==> src/rtl/stoch_stream_gen.sv <==
// Stochastic number generator: compares a latched operand against the upstream PRNG
// word for a programmed number of cycles and counts the ones emitted. SSG_BIPOLAR_EN selects signed compare.
module stoch_stream_gen #(
    parameter int REG_BITS = 8,
    parameter int LEN_BITS = 8
) (
    input  logic                clk,
    input  logic                rst_n,
    input  logic                start,
    input  logic [REG_BITS-1:0] value,
    input  logic [LEN_BITS-1:0] length,
    input  logic [REG_BITS-1:0] prng,
    output logic                busy,
    output logic                bit_valid,
    output logic                bit_out,
    output logic                done,
    output logic [LEN_BITS-1:0] ones_count
);

    typedef enum logic {IDLE = 1'b0, RUN = 1'b1} state_t;

    state_t              state;
    state_t              state_nxt;
    logic [REG_BITS-1:0] value_q;
    logic [LEN_BITS-1:0] remaining;
    logic [LEN_BITS-1:0] acc;
    logic [LEN_BITS-1:0] acc_sum;
    logic                cmp_bit;
    logic                accept;
    logic                last;
    logic                busy_nxt;
    logic                valid_nxt;
    logic                done_nxt;

    // Unipolar encoding compares unsigned; bipolar treats both words as two's complement.
    function automatic logic stoch_cmp(input logic [REG_BITS-1:0] r,
                                       input logic [REG_BITS-1:0] v);
`ifdef SSG_BIPOLAR_EN
        logic signed [REG_BITS-1:0] rs;
        logic signed [REG_BITS-1:0] vs;
        rs = r;
        vs = v;
        return rs < vs;
`else
        return r < v;
`endif
    endfunction

    assign cmp_bit = stoch_cmp(prng, value_q);
    assign acc_sum = acc + {{(LEN_BITS-1){1'b0}}, cmp_bit};
    assign accept  = (state == IDLE) && start;
    assign last    = (remaining == {{(LEN_BITS-1){1'b0}}, 1'b1});

    always_ff @(posedge clk or negedge rst_n) begin
        if (!rst_n) begin
            state <= IDLE;
        end else begin
            state <= state_nxt;
        end
    end

    always_comb begin
        state_nxt = state;
        case (state)
            IDLE:    if (start && (length != '0)) state_nxt = RUN;
            RUN:     if (last) state_nxt = IDLE;
            default: state_nxt = IDLE;
        endcase
    end

    // A zero-length request completes in the accept cycle without ever entering RUN.
    always_comb begin
        busy_nxt  = (state_nxt == RUN);
        valid_nxt = (state == RUN);
        done_nxt  = (accept && (length == '0)) || ((state == RUN) && last);
    end

    always_ff @(posedge clk or negedge rst_n) begin
        if (!rst_n) begin
            busy       <= 1'b0;
            bit_valid  <= 1'b0;
            bit_out    <= 1'b0;
            done       <= 1'b0;
            ones_count <= '0;
            value_q    <= '0;
            remaining  <= '0;
            acc        <= '0;
        end else begin
            busy      <= busy_nxt;
            bit_valid <= valid_nxt;
            done      <= done_nxt;
            if (accept) begin
                value_q   <= value;
                remaining <= length;
                acc       <= '0;
                if (length == '0) ones_count <= '0;
            end else if (state == RUN) begin
                bit_out   <= cmp_bit;
                acc       <= acc_sum;
                remaining <= remaining - 1'b1;
                if (last) ones_count <= acc_sum;
            end
        end
    end

endmodule

==> config.mk <==
export PLATFORM = sky130hd
export DESIGN_NAME = stoch_stream_gen
export DESIGN_NICKNAME = d
export VERILOG_FILES = /design/src/rtl/stoch_stream_gen.sv
export SDC_FILE = /design/constraint.sdc
export NUM_CORES = 1
export LEC_CHECK = 0
export CAP_MARGIN = 20
export CORE_UTILIZATION = 30
export DETAILED_ROUTE_END_ITERATION = 10
export PLACE_DENSITY_LB_ADDON = 0.08
export SYNTH_ARGS = -nofsm -noshare
export SYNTH_HDL_FRONTEND = slang
export SYNTH_SLANG_ARGS = --single-unit
==> constraint.sdc <==
create_clock -name clk -period 6 [get_ports clk]
set_input_delay 1.8 -clock clk [delete_from_list [all_inputs] [get_ports clk]]
set_output_delay 1.8 -clock clk [all_outputs]
set_load 0.005 [all_outputs]
==> results of run 1 <==
-- layer usage --
metal	up-vias	track usage, %	wire [um]
li1	723	-	-
met1	688	18.7	2030
met2	34	21.5	1880
met3	6	4.16	248
met4	0	5.36	65
met5	-	0	0
-- sequential cells by signal, indices dropped and copies added (netlist names) --
signal      flops
bit_valid       1
busy            1
remaining       8
value_q         8
ones_count      8
bit_out         1
acc             8
done            1
-- power by group through the flow --
stage	clock network [uW]	logic (uW)	registers, uW
6_report	162	399	412
5_1_grt	184	449	422
4_1_cts	170	408	411
3_5_place_dp	0	406	416
3_3_place_gp	0	395	412
2_1_floorplan	0	266	402
-- synth_stat cells (3+ instances only) --
cell type and count:
clkbuf_1 6, dfrtp_1 36, inv_1 14, a21oi_1 9, nor4_1 3, nand3_1 4
ha_1 11, a211oi_1 5, or3_1 3, o21ai_0 15, xor2_1 4, xnor2_1 5
a32o_1 3, nor2b_1 6, nor2_1 4, nand2_1 18, a22o_1 6
-- cell type report --
class / count / share of cell area [%]
flip-flops and latches: 36 / 37.3
multi-input cells: 122 / 36.3
repair buffers: 41 / 16.7
well taps: 75 / 3.89
clock buffers: 6 / 3.01
inverters: 15 / 2.54
clock inverters: 1 / 0.207
-- layout by cell type (no fill, tap or decap), types with 4 or more instances in the layout --
master	instances
xnor2_1	5
nor2b_1	6
a21oi_1	9
a211oi_1	5
dfrtp_1	36
a22o_1	6
xor2_1	4
nand2_1	18
inv_1	14
nor2_1	4
clkdlybuf4s50_1	38
clkbuf_8	5
ha_1	11
o21ai_0	15
nand3_1	4
-- metrics by stage --
step | utilization (%) | instances | hold WS (ps) | power (uW)
3_3_place_gp | 39.2 | 289 | 465 | 807
2_1_floorplan | - | 179 | 394 | 669
4_1_cts | 40.5 | 296 | 498 | 989
3_5_place_dp | 39.2 | 289 | 469 | 822
5_1_grt | 40.5 | 296 | 509 | 1060
6_report | 40.5 | 296 | 501 | 973
-- worst max-delay path, stage by stage --
cell and delay, ps:
clkdlybuf4s50_1 400, ha_1 290, a2111oi_0 380, o311a_1 260, ha_1 200, ha_1 220, nand2_1 80, or3_1 360
a21oi_1 170, mux2_4 160
-- how the worst max path moves through the flow --
stage | startpoint | end | slack (ps) | cells past startpoint
floorplan | prng[1] | acc[6] | 2270 | 9
global placement | prng[1] | ones_count[6] | 1700 | 10
detailed placement | prng[1] | acc[6] | 1600 | 10
CTS | prng[1] | ones_count[6] | 1910 | 10
global route | prng[1] | ones_count[6] | 1680 | 10
finish | prng[1] | ones_count[6] | 1930 | 10
-- logic make-up after synthesis --
logic type | synth area share [%]
flip-flops | 48.4
XOR/XNOR | 4.23
buffers and inverters | 4.50
AND/OR/NAND/NOR | 15.0
multiplexers | 2.76
adder cells (fa/ha/maj) | 7.39
AO/OA/AOI/OAI | 17.7
==> metrics.cfg, run 1 <==
[final_layout]
antenna-diode-count = 0
fin_nets = 259
multi_input_comb_area_sq_um = 877
nFillCells = 582
drive_gt1_share_pct = 7.24
seq_area_sq_um = 901
final_design_area_no_fill_sq_um = 2410
area_delta_synth_final_pct = 29.6

[clock_tree]
cts_hold_buf = 0
cts_sinks = 36
ctsHtreeMaxLevel = 2
root_buffer = clkbuf_8
clockBufferDepth = 2
post_cts_buffers = 0
numCtsBuffers = 5
clk_pin_slew_ps = 70
clkLatencyLatePin_ps = 290
cts_tree = yes
ctsResizeCount = 0

[yosys]
syn_area_per_cell_sq_um = 10.4
ys_async_sr_fraction_pct = 100
synth_warnings = 0
netlist_top_cells_area = dfrtp_1 48%, ha_1 7.4%, o21ai_0 4.0%, nand2_1 3.6%, inv_1 2.8%
synth_edf_count = 0
synth_top_area_share_pct = 48.4
synth_seq_area_share_pct = 48.4
synth.ff_latch_count = 36
syn_area_sq_um = 1860
synth_nets = 217
synth.distinct_cells = 38
synth-main-ff-cell = dfrtp_1
yosys.area.top_type = dfrtp_1
synthCells = 179

[hold_path]
hold_end = value_q[0]
hold_path_class = reg -> reg
min_from = value_q[0]
min_path_cells = 2

[floorplanning]
num_rows = 28
core_sq_um = 5960
dieArea_sq_um = 6520
start_util_pct = 31.3
fp.dieW_um = 80.8
die_y_um = 80.8
io_pins = 39

[timing]
setup_viol = 0
finalHoldViolCount = 0
tightestPinTransition_ps = 648
fmax_mhz = 246
rsz0062_at_grt = no
fin_ws_ps = 1930
relSlewSlack_pct = 56.6
slew_viol_final = 0
final.period_utilization_pct = 67.9
fin_crit_ps = 4070
skew_ps = 4.96
tns_ps = 0

[power_and_ir_drop]
peakVddDrop_mv = 0.126
power_density_nw_per_um2 = 403
power.switching_uw = 352
swShare_pct = 36.2
pwr-share-seq_pct = 42.3
internal_power_uw = 621
leakage_uw = 0.00104
clkPwrFrac_pct = 16.7
p_comb_share_pct = 41.0

[detailed_routing]
vias = 1451
drc_errors = 0
firstDrtPassIters = 4
wl_per_cell_um = 14.3
drt-initial-drc-count = 48
drtAntennaViolNets = 0
wirelength_um = 4220
post_drt_via_cell_ratio = 4.90

[grt]
grt_pass1_wl_um = 6790
grt_pass1_vias = 1408
grt_usage_pct = 14.1
antenna_found_initial = 0
grt_max_degree = 37
grt_overflow = 0

[worst_setup_path]
reg2reg_to = ones_count[6]
cp-end-kind = flip-flop
reg2reg_depth = 10
worstPathMaxFanout = 3
crit_required_ps = 6230
regToRegSetupSlack_ps = 3480
timing.rr.start = value_q[1]
startpoint_type = primary input
crit_type = in -> reg
worst_ep_arrival_time_ps = 4300

[placement]
pre_cts_slack_ps = 1600
place_area_sq_um = 2340
port_buffers = 38
gp_congestion = 0.786
hpwl_um = 2950

[job]
maxCapViolations = 0

[run_status]
status = complete, no violations

No activity file was read; power rests on OpenSTA's default activity.
==> run 2, diff against run 1 <==
==> constraint.sdc (replaced) <==
create_clock -name clk -period 3.75 [get_ports clk]
set_input_delay 1.125 -clock clk [delete_from_list [all_inputs] [get_ports clk]]
set_output_delay 1.125 -clock clk [all_outputs]
set_load 0.005 [all_outputs]
==> metrics.cfg, run 2 (synthesized netlist as in run 1, its figures left out) <==
[run_status]
status = complete, no violations

[grt]
grt_pass1_wl_um = 6970  ; +2.7%
grt_overflow = 0  ; unchanged
antenna_found_initial = 0  ; unchanged
grt_max_degree = 37  ; unchanged
grt_usage_pct = 14.5  ; +0.45 points
grt_pass1_vias = 1391  ; -1.2%

[worst_setup_path]
crit_required_ps = 3960  ; -2270 ps
cp_cell_sequence = clkdlybuf4s50_1 > ha_1 > a2111oi_0 > o311a_1 > ha_1 > ha_1 > nand2_1 > or3_1 > and2_1 > o21ai_0
startpoint_type = primary input
reg2reg_depth = 10  ; unchanged
slowest_stage = clkdlybuf4s50_1
worstPathMaxFanout = 3  ; unchanged
cp-end-kind = flip-flop
reg2reg_to = acc[6]
crit_type = in -> reg
max_stage_delay_ps = 400  ; about the same
worst_ep_arrival_time_ps = 3590  ; -710 ps
cp_common_cell = ha_1
regToRegSetupSlack_ps = 1240  ; -2240 ps
timing.rr.start = value_q[1]
crit_start = prng[1]

[detailed_routing]
dr.max_layer_used = met4
post_drt_via_cell_ratio = 4.92  ; +0.42%
drtAntennaViolNets = 0  ; unchanged
vias = 1467  ; +1.1%
drc_errors = 0  ; unchanged
wirelength_um = 4330  ; +2.5%
wl_met3_um = 255  ; +2.8%
drt-met1-wl_um = 2170  ; +6.6%
wl_met2_um = 1820  ; -2.9%
drt-initial-drc-count = 62  ; +29%
wl_per_cell_um = 14.5  ; +1.8%
firstDrtPassIters = 4  ; unchanged

[power_and_ir_drop]
totalPowerFinal_uw = 1590  ; +63%
leakage_uw = 0.00105  ; +0.89%
power_density_nw_per_um2 = 652  ; +62%
peakVddDrop_mv = 0.248  ; +96%

[timing]
fmax_mhz = 296
final.period_utilization_pct = 90.2
tns_ps = 0  ; unchanged
tightestPinTransition_ps = 631  ; -17.6 ps
skew_ps = 4.16  ; -0.796 ps
rsz0062_at_grt = no
slew_viol_final = 0  ; unchanged
relSlewSlack_pct = 57.8  ; +1.2 points
finalHoldViolCount = 0  ; unchanged
setup_viol = 0  ; unchanged
fin_crit_ps = 3380

[clock_tree]
numCtsBuffers = 5  ; unchanged
ctsHtreeMaxLevel = 2  ; unchanged
ctsResizeCount = 0  ; unchanged
clkLatencyLatePin_ps = 290  ; about the same
cts_hold_buf = 0  ; unchanged
cts_tree = yes
root_buffer = clkbuf_8
clockBufferDepth = 2  ; unchanged
post_cts_buffers = 0  ; unchanged
cts_sinks = 36  ; unchanged
clk_pin_slew_ps = 70  ; about the same

[floorplanning]
fp.dieW_um = 80.8  ; unchanged
io_pins = 39  ; unchanged
core_sq_um = 5960  ; unchanged
die_y_um = 80.8  ; unchanged
num_rows = 28  ; unchanged
dieArea_sq_um = 6520  ; unchanged
start_util_pct = 31.3  ; unchanged

[final_layout]
seq_area_sq_um = 901  ; unchanged
drive_gt1_share_pct = 7.62  ; +0.38 points
antenna-diode-count = 0  ; unchanged
fin_nets = 260  ; +0.39%
multi_input_comb_area_sq_um = 877  ; unchanged
final_design_area_no_fill_sq_um = 2430  ; +0.83%
area_delta_synth_final_pct = 30.7
nFillCells = 587  ; +0.86%
layout_common_cells = 38 x clkdlybuf4s50_1, 36 x dfrtp_1, 18 x nand2_1
layout_commonest_cell = clkdlybuf4s50_1

[placement]
gp_congestion = 0.760  ; -3.3%
port_buffers = 38  ; unchanged
place_area_sq_um = 2340  ; +0.32%
hpwl_um = 2990  ; +1.3%

[hold_path]
min_path_cells = 1  ; -1
hold_path_class = reg -> reg
min_from = ones_count[2]
hold_end = ones_count[2]

[job]
maxCapViolations = 0  ; unchanged

-- run 2: changes by cell type in the layout (fill, tap and decap cells not counted) --
cell,previous run,this run
clkbuf_1,1,2
clkinv_2,1,0
clkbuf_8,5,6
buf_4,3,4
-- run 2: power breakdown --
part           total, uW  switching [uW]  leakage (uW)  internal [uW]
registers            661             120      0.000440            541
logic                642             315      0.000561            328
clock network        282             133     0.0000455            150
-- run 2: worst max-delay path by stage --
stage	depth (start not counted)	endpoint
final	10	acc[6]
after global routing	10	acc[6]
after CTS	10	acc[6]
after detailed placement	10	acc[6]
after global placement	10	ones_count[6]
after floorplan	9	acc[6]
-- run 2: per-layer routing --
layer | global-route usage, % | vias to the layer above
met5 | 0 | -
met2 | 22.0 | 40
li1 | - | 730
met4 | 5.54 | 0
met3 | 4.27 | 8
met1 | 19.5 | 689
-- run 2: cell type report --
cell class	instances	share of cell area, %
clock buffer	8	3.70
sequential	36	37.0
multi-input combinational	122	36.0
timing repair buffer	42	16.9
tap	75	3.86
inverter	15	2.52
-- run 2: worst max-delay path, delay by kind of cell --
family	cells	cell delay, ps
compound gates	3	770
fa+ha+maj	3	690
buf+inv	1	400
simple gates	3	600
-- run 2: metrics by stage --
step | hold WS, ps | std cells | setup WS, ps | util (%)
5_1_grt | 516 | 298 | 140 | 40.9
4_1_cts | 502 | 298 | 371 | 40.9
6_report | 498 | 298 | 367 | 40.9
3_5_place_dp | 471 | 290 | 74.9 | 39.3
2_1_floorplan | 394 | 179 | 693 | -
3_3_place_gp | 465 | 290 | 128 | 39.3
